--- config.mk ---
export PLATFORM = sky130hd
export DESIGN_NAME = alu_pipe
export DESIGN_NICKNAME = d
export VERILOG_FILES = /design/src/rtl/alu_pipe_pkg.sv /design/src/rtl/alu_pipe_stage.sv /design/src/rtl/alu_pipe.sv
export SDC_FILE = /design/constraint.sdc
export NUM_CORES = 2
export LEC_CHECK = 0
export CORE_ASPECT_RATIO = 1.4
export CORE_MARGIN = 5
export CORE_UTILIZATION = 43
export DETAILED_ROUTE_END_ITERATION = 6
export GPL_ROUTABILITY_DRIVEN = 0
export SETUP_SLACK_MARGIN = 0.15
export SYNTH_ARGS = -nofsm -noshare
export SYNTH_HDL_FRONTEND = slang
export SYNTH_SLANG_ARGS = --single-unit
--- constraint.sdc ---
create_clock -name clk -period 6.95 [get_ports clk]
set_input_delay 1.0425 -clock clk [delete_from_list [all_inputs] [get_ports clk]]
set_output_delay 1.0425 -clock clk [all_outputs]
set_load 0.1 [all_outputs]
--- src/rtl/alu_pipe_pkg.sv ---
// Shared opcode encoding and helpers for the pipelined DSP execution unit.
package alu_pipe_pkg;

    typedef enum logic [3:0] {
        OP_ADD   = 4'd0,
        OP_SUB   = 4'd1,
        OP_AND   = 4'd2,
        OP_OR    = 4'd3,
        OP_XOR   = 4'd4,
        OP_PASSC = 4'd5,
        OP_SLT   = 4'd6,
        OP_MUL   = 4'd7,
        OP_MACZ  = 4'd8,
        OP_MAC   = 4'd9
    } op_t;

    function automatic logic is_mac(input logic [3:0] op);
        return (op == OP_MACZ) || (op == OP_MAC);
    endfunction

    function automatic logic is_known_op(input logic [3:0] op);
        return op <= OP_MAC;
    endfunction

endpackage

--- src/rtl/alu_pipe_stage.sv ---
// Register slice with valid bit; holds while en is low, clears on async reset.
module alu_pipe_stage #(
    parameter int W = 8
) (
    input  logic         clk,
    input  logic         rst,
    input  logic         en,
    input  logic         vld_d,
    input  logic [W-1:0] d,
    output logic         vld_q,
    output logic [W-1:0] q
);

    always_ff @(posedge clk or posedge rst) begin
        if (rst) begin
            vld_q <= 1'b0;
            q     <= '0;
        end else if (en) begin
            vld_q <= vld_d;
            q     <= d;
        end
    end

endmodule

--- src/rtl/alu_pipe.sv ---
// Pipelined ALU/MAC execution unit with selectable depth (1..3), global stall
// and operand-A loopback from the result register.
module alu_pipe
    import alu_pipe_pkg::*;
#(
    parameter int DATA_W = 32,
    parameter int MUL_W  = 18,
    parameter int PIPE   = 3
) (
    input  logic              clk,
    input  logic              rst,
    input  logic              valid_i,
    input  logic [3:0]        op_i,
    input  logic [DATA_W-1:0] a_i,
    input  logic [DATA_W-1:0] b_i,
    input  logic [DATA_W-1:0] c_i,
    input  logic              fwd_i,
    input  logic              stall_i,
    output logic              valid_o,
    output logic [DATA_W-1:0] p_o,
    output logic              zero_o,
    output logic              neg_o,
    output logic              ovf_o
);

    localparam int M = DATA_W - 1;

    typedef struct packed {
        logic [3:0]        op;
        logic [DATA_W-1:0] a;
        logic [DATA_W-1:0] b;
        logic [DATA_W-1:0] c;
    } opnd_t;

    typedef struct packed {
        logic [3:0]        op;
        logic [DATA_W-1:0] res;
        logic [DATA_W-1:0] prod;
        logic              ovf;
    } mid_t;

    function automatic mid_t compute(input opnd_t x);
        mid_t m;
        logic signed [DATA_W-1:0] ma, mb;
        // Sign-extended operands make a DATA_W-wide multiply yield the low bits directly
        ma     = DATA_W'($signed(x.a[MUL_W-1:0]));
        mb     = DATA_W'($signed(x.b[MUL_W-1:0]));
        m.op   = x.op;
        m.prod = ma * mb;
        m.ovf  = 1'b0;
        m.res  = '0;
        case (x.op)
            OP_ADD: begin
                m.res = x.a + x.b;
                m.ovf = (x.a[M] == x.b[M]) && (m.res[M] != x.a[M]);
            end
            OP_SUB: begin
                m.res = x.a - x.b;
                m.ovf = (x.a[M] != x.b[M]) && (m.res[M] != x.a[M]);
            end
            OP_AND:          m.res = x.a & x.b;
            OP_OR:           m.res = x.a | x.b;
            OP_XOR:          m.res = x.a ^ x.b;
            OP_PASSC:        m.res = x.c;
            OP_SLT:          m.res = {{(DATA_W-1){1'b0}}, $signed(x.a) < $signed(x.b)};
            OP_MUL, OP_MACZ: m.res = m.prod;
            default:         m.res = '0;
        endcase
        return m;
    endfunction

    logic [DATA_W-1:0] acc;
    opnd_t             iss;
    mid_t              mid_q;
    logic              mid_vld;

    always_comb begin
        iss.op = op_i;
        iss.a  = fwd_i ? p_o : a_i;
        iss.b  = b_i;
        iss.c  = c_i;
    end

    generate
        if (PIPE >= 3) begin : g_s1
            opnd_t s1_q;
            mid_t  s2_d;
            logic  s1_vld;
            alu_pipe_stage #(.W($bits(opnd_t))) u_s1 (
                .clk(clk), .rst(rst), .en(~stall_i),
                .vld_d(valid_i), .d(iss), .vld_q(s1_vld), .q(s1_q)
            );
            assign s2_d = compute(s1_q);
            alu_pipe_stage #(.W($bits(mid_t))) u_s2 (
                .clk(clk), .rst(rst), .en(~stall_i),
                .vld_d(s1_vld), .d(s2_d), .vld_q(mid_vld), .q(mid_q)
            );
        end else if (PIPE == 2) begin : g_s2
            mid_t s2_d;
            assign s2_d = compute(iss);
            alu_pipe_stage #(.W($bits(mid_t))) u_s2 (
                .clk(clk), .rst(rst), .en(~stall_i),
                .vld_d(valid_i), .d(s2_d), .vld_q(mid_vld), .q(mid_q)
            );
        end else begin : g_comb
            assign mid_vld = valid_i;
            assign mid_q   = compute(iss);
        end
    endgenerate

    // Final stage: the MAC add reads acc here so back-to-back MACs chain in order
    logic [DATA_W-1:0] fin_p;
    logic              fin_ovf, fin_known;

    always_comb begin
        fin_known = is_known_op(mid_q.op);
        fin_p     = mid_q.res;
        fin_ovf   = mid_q.ovf;
        if (mid_q.op == OP_MAC) begin
            fin_p   = acc + mid_q.prod;
            fin_ovf = (acc[M] == mid_q.prod[M]) && (fin_p[M] != acc[M]);
        end
        if (!fin_known) begin
            fin_p   = '0;
            fin_ovf = 1'b0;
        end
    end

    always_ff @(posedge clk or posedge rst) begin
        if (rst) begin
            valid_o <= 1'b0;
            p_o     <= '0;
            zero_o  <= 1'b0;
            neg_o   <= 1'b0;
            ovf_o   <= 1'b0;
            acc     <= '0;
        end else if (!stall_i) begin
            valid_o <= mid_vld;
            if (mid_vld) begin
                p_o    <= fin_p;
                zero_o <= fin_known && (fin_p == '0);
                neg_o  <= fin_p[M];
                ovf_o  <= fin_ovf;
                if (is_mac(mid_q.op))
                    acc <= fin_p;
            end
        end
    end

endmodule
==> metrics.md <==
| Metric | Value |
|---|---|
| Clock sinks | `between 200 and 250` |
| Ranking of synthesized cells by area | `fa_1 (22%), dfrtp_1 (22%), ha_1 (10%), inv_1 (6.4%), nand2_1 (5.0%)` |
| Vias in the first global route | `approximately 24,000` |
| Post-route insts no fill | `between 4,000 and 5,000` |
| Status | `complete, no violations` |
| Worst-path clk slew | `approximately 0.070 ns` |
| Post-synth top cells | `inv_1 (455), nand2_1 (359), fa_1 (299), nor2_1 (269), dfrtp_1 (238)` |
| CTS buffer count | `27` |
| Worst-Margin Slew | `around 1.1 ns` |
| Post-DP Area | `29,800 sq um` |
| #FFs+latches synth | `about 240` |
| Detailed-route wire length per cell | `about 23 um` |
| Synthesized area | `26,800 sq um` |
| Residual DRC count | `0` |
| I/O Pins | `between 100 and 150` |
| Number of DRC markers in iteration 0 | `approximately 2,200` |
| Row count | `between 100 and 150` |
| Synthesis Warnings | `0` |
| Worst setup path class | `reg2reg` |
| Total Routing Usage GR | `0.271` |
| Core area | `between 60,000 and 70,000 sq um` |
| WP data arrival | `around 7.2 ns` |
| Relative slew slack | `0.282` |
| Syn_nets | `between 3,000 and 4,000` |
| Pins Over Slew Limit | `0` |
| Die Area | `a little under 70,000 sq um` |
| Ys flop type | `dfrtp_1` |
| Final hold vios | `0` |
| Fin worst setup slack | `about 0.28 ns` |
| Post-route cell area | `around 31,000 sq um` |
| Final worst path period need | `~6.7 ns` |
| Ant diodes | `0` |
| Startpoint class of the critical path | `flop` |
| # setup viols final | `0` |
| Via/cell ratio | `5.76` |
| TritonCTS clock tree | `done` |
| Ys async rst share | `1.00` |
| First-pass GRT wire length | `144 mm` |
| Placed insts | `about 4,000` |
| Crit-path max FO | `6` |
| Fmax achieved | `roughly 150 MHz` |
| Number of fill cells | `5,833` |
| EDFF count, synth | `0` |
| Hold crit path type | `reg2reg` |
| Final Cycle Share | `0.960` |
| Max-Cap Viols | `0` |
| Grt ovf | `0` |
| Final ANT Viol Nets | `0` |
| Top-count cell post-synth | `inv_1` |
| DP Wirelength | `roughly 75 mm` |
| Area growth syn-to-layout | `16.6%` |
| Vias | `roughly 23,000` |
| # port buffers | `between 100 and 150` |
| Root Buffer | `clkbuf_16` |
| Die H | `305 um` |
| Starting Density | `0.433` |
| Leading area contributor after synthesis | `fa_1` |
| Synth Area per Inst | `8.79 sq um` |
| Skew-Pair Late Insertion Delay | `0.59 ns` |
| Layout net count | `around 3,800` |
| Antenna violations before repair | `1` |
| # hold bufs at CTS | `0` |
| Layout cells sized above 1 | `0.131` |
| Pre-CTS WS | `-0.156 ns` |
| Router iterations before antenna repair | `5` |
| CTS max path bufs | `3` |
| H-tree depth | `1` |
| Largest net degree at the start of global routing | `120` |
| RSZ-0062 raised after global routing | `true` |
| Post-synthesis cell count | `3,046` |
| Sequential area share after synthesis | `0.222` |
| Unique masters post-synth | `86` |
| Die span in x | `221 um` |
| Total wire length | `94.0 mm` |
| Worst Skew | `0.0135 ns` |
| Worst Path Required | `approximately 7.4 ns` |
| Post-synth top area share | `0.223` |
| Hold Slack | `slightly below 0.5 ns` |
| CP Capture Type | `flop` |
-- kinds of logic after synthesis --
family / count (synthesis) / share of synthesized area
buf+inv: 631 / 0.0888
mux: 121 / 0.0491
compound gates: 687 / 0.169
simple gates: 786 / 0.125
xor+xnor: 69 / 0.0226
flops: 238 / 0.222
fa+ha+maj: 514 / 0.324
-- critical path: stages, from the launching register on --
cell and delay (ns):
dfrtp_1 0.37, buf_4 0.21, ha_1 0.36, fa_1 0.50, fa_1 0.56, ha_1 0.14, inv_1 0.06, fa_1 0.53
inv_2 0.05, fa_1 0.53, inv_1 0.05, fa_1 0.47, inv_1 0.06, ha_4 0.17, a2111o_1 0.31, or3_4 0.39
a311oi_2 0.31, buf_4 0.20, and3b_2 0.24, a211oi_4 0.19, xnor2_2 0.17, o221ai_1 0.16, a41oi_1 0.21, o311ai_1 0.12
a22o_1 0.21
-- layout by cell type, fill, tap and decap left out, types with 28 or more instances in the layout --
cell type	count
inv_1	440
nand2_1	359
fa_1	292
nor2_1	258
dfrtp_1	230
o21ai_0	220
ha_1	200
buf_4	150
clkdlybuf4s50_1	138
a21oi_1	110
mux2_2	84
xnor2_1	43
mux2i_1	37
a21o_1	37
nor3_1	28
a221oi_1	28
-- registers in the layout, summed over array words and instances (netlist names) --
signal / flops
g_s1.u_s2.q: 69
g_s1.u_s2.vld_q: 1
zero_o: 1
valid_o: 1
g_s1.u_s1.vld_q: 1
p_o: 32
acc: 32
ovf_o: 1
g_s1.u_s1.q: 100
-- routing by layer --
metal | vias up | track usage | wire length [um]
met1 | 11481 | 0.326 | 34600
met4 | 0 | 0.169 | 7560
met3 | 356 | 0.0432 | 7310
met2 | 1142 | 0.457 | 44500
met5 | - | 0 | 0
li1 | 10428 | - | -
-- stage by stage --
stage / TNS [ns] / utilization
floorplan: 0 / -
global placement: 0 / 0.482
detailed placement: -0.221 / 0.482
CTS: 0 / 0.500
global route: 0 / 0.504
finish: 0 / 0.504
-- path summary, 6_finish.rpt --
| kind | from | endpoint | slack [ns] | cells after the start |
|---|---|---|---|---|
| min reg2reg | acc[28]$_DFFE_PP0P_ | acc[28]$_DFFE_PP0P_ | 0.49 | 2 |
| max | g_s1.u_s1.q[69]$_DFFE_PP0N_ | g_s1.u_s2.q[59]$_DFFE_PP0N_ | 0.28 | 24 |
| max in group asynchronous | rst | valid_o$_DFFE_PP0N_ | 5.02 | 3 |
| max reg2reg | g_s1.u_s1.q[69]$_DFFE_PP0N_ | g_s1.u_s2.q[59]$_DFFE_PP0N_ | 0.28 | 24 |
| min in group asynchronous | rst | p_o[25]$_DFFE_PP0P_ | 0.77 | 2 |
| min | acc[28]$_DFFE_PP0P_ | acc[28]$_DFFE_PP0P_ | 0.49 | 2 |
-- repair_timing --
| action | in CTS | in global routing |
|---|---|---|
| buffers inserted | 7 | 5 |
| resized for setup | 44 | 66 |
| pin swaps | 14 | 27 |
| endpoints found under the setup margin | 8 | 11 |
| hold endpoints to repair | 0 | 0 |
-- final cells by class --
type / instances / area, sq um / share of cell area
multi-input cells: 2177 / 18800 / 0.602
flip-flops and latches: 238 / 5970 / 0.191
repair buffers: 300 / 2670 / 0.0856
inverters: 473 / 1810 / 0.0578
well taps: 825 / 1030 / 0.0331
clock buffers: 33 / 738 / 0.0236
clock inverters: 17 / 214 / 0.00685
Power is not shown: default switching activity piles up to over one toggle a cycle in this logic, so the estimate is an artifact.
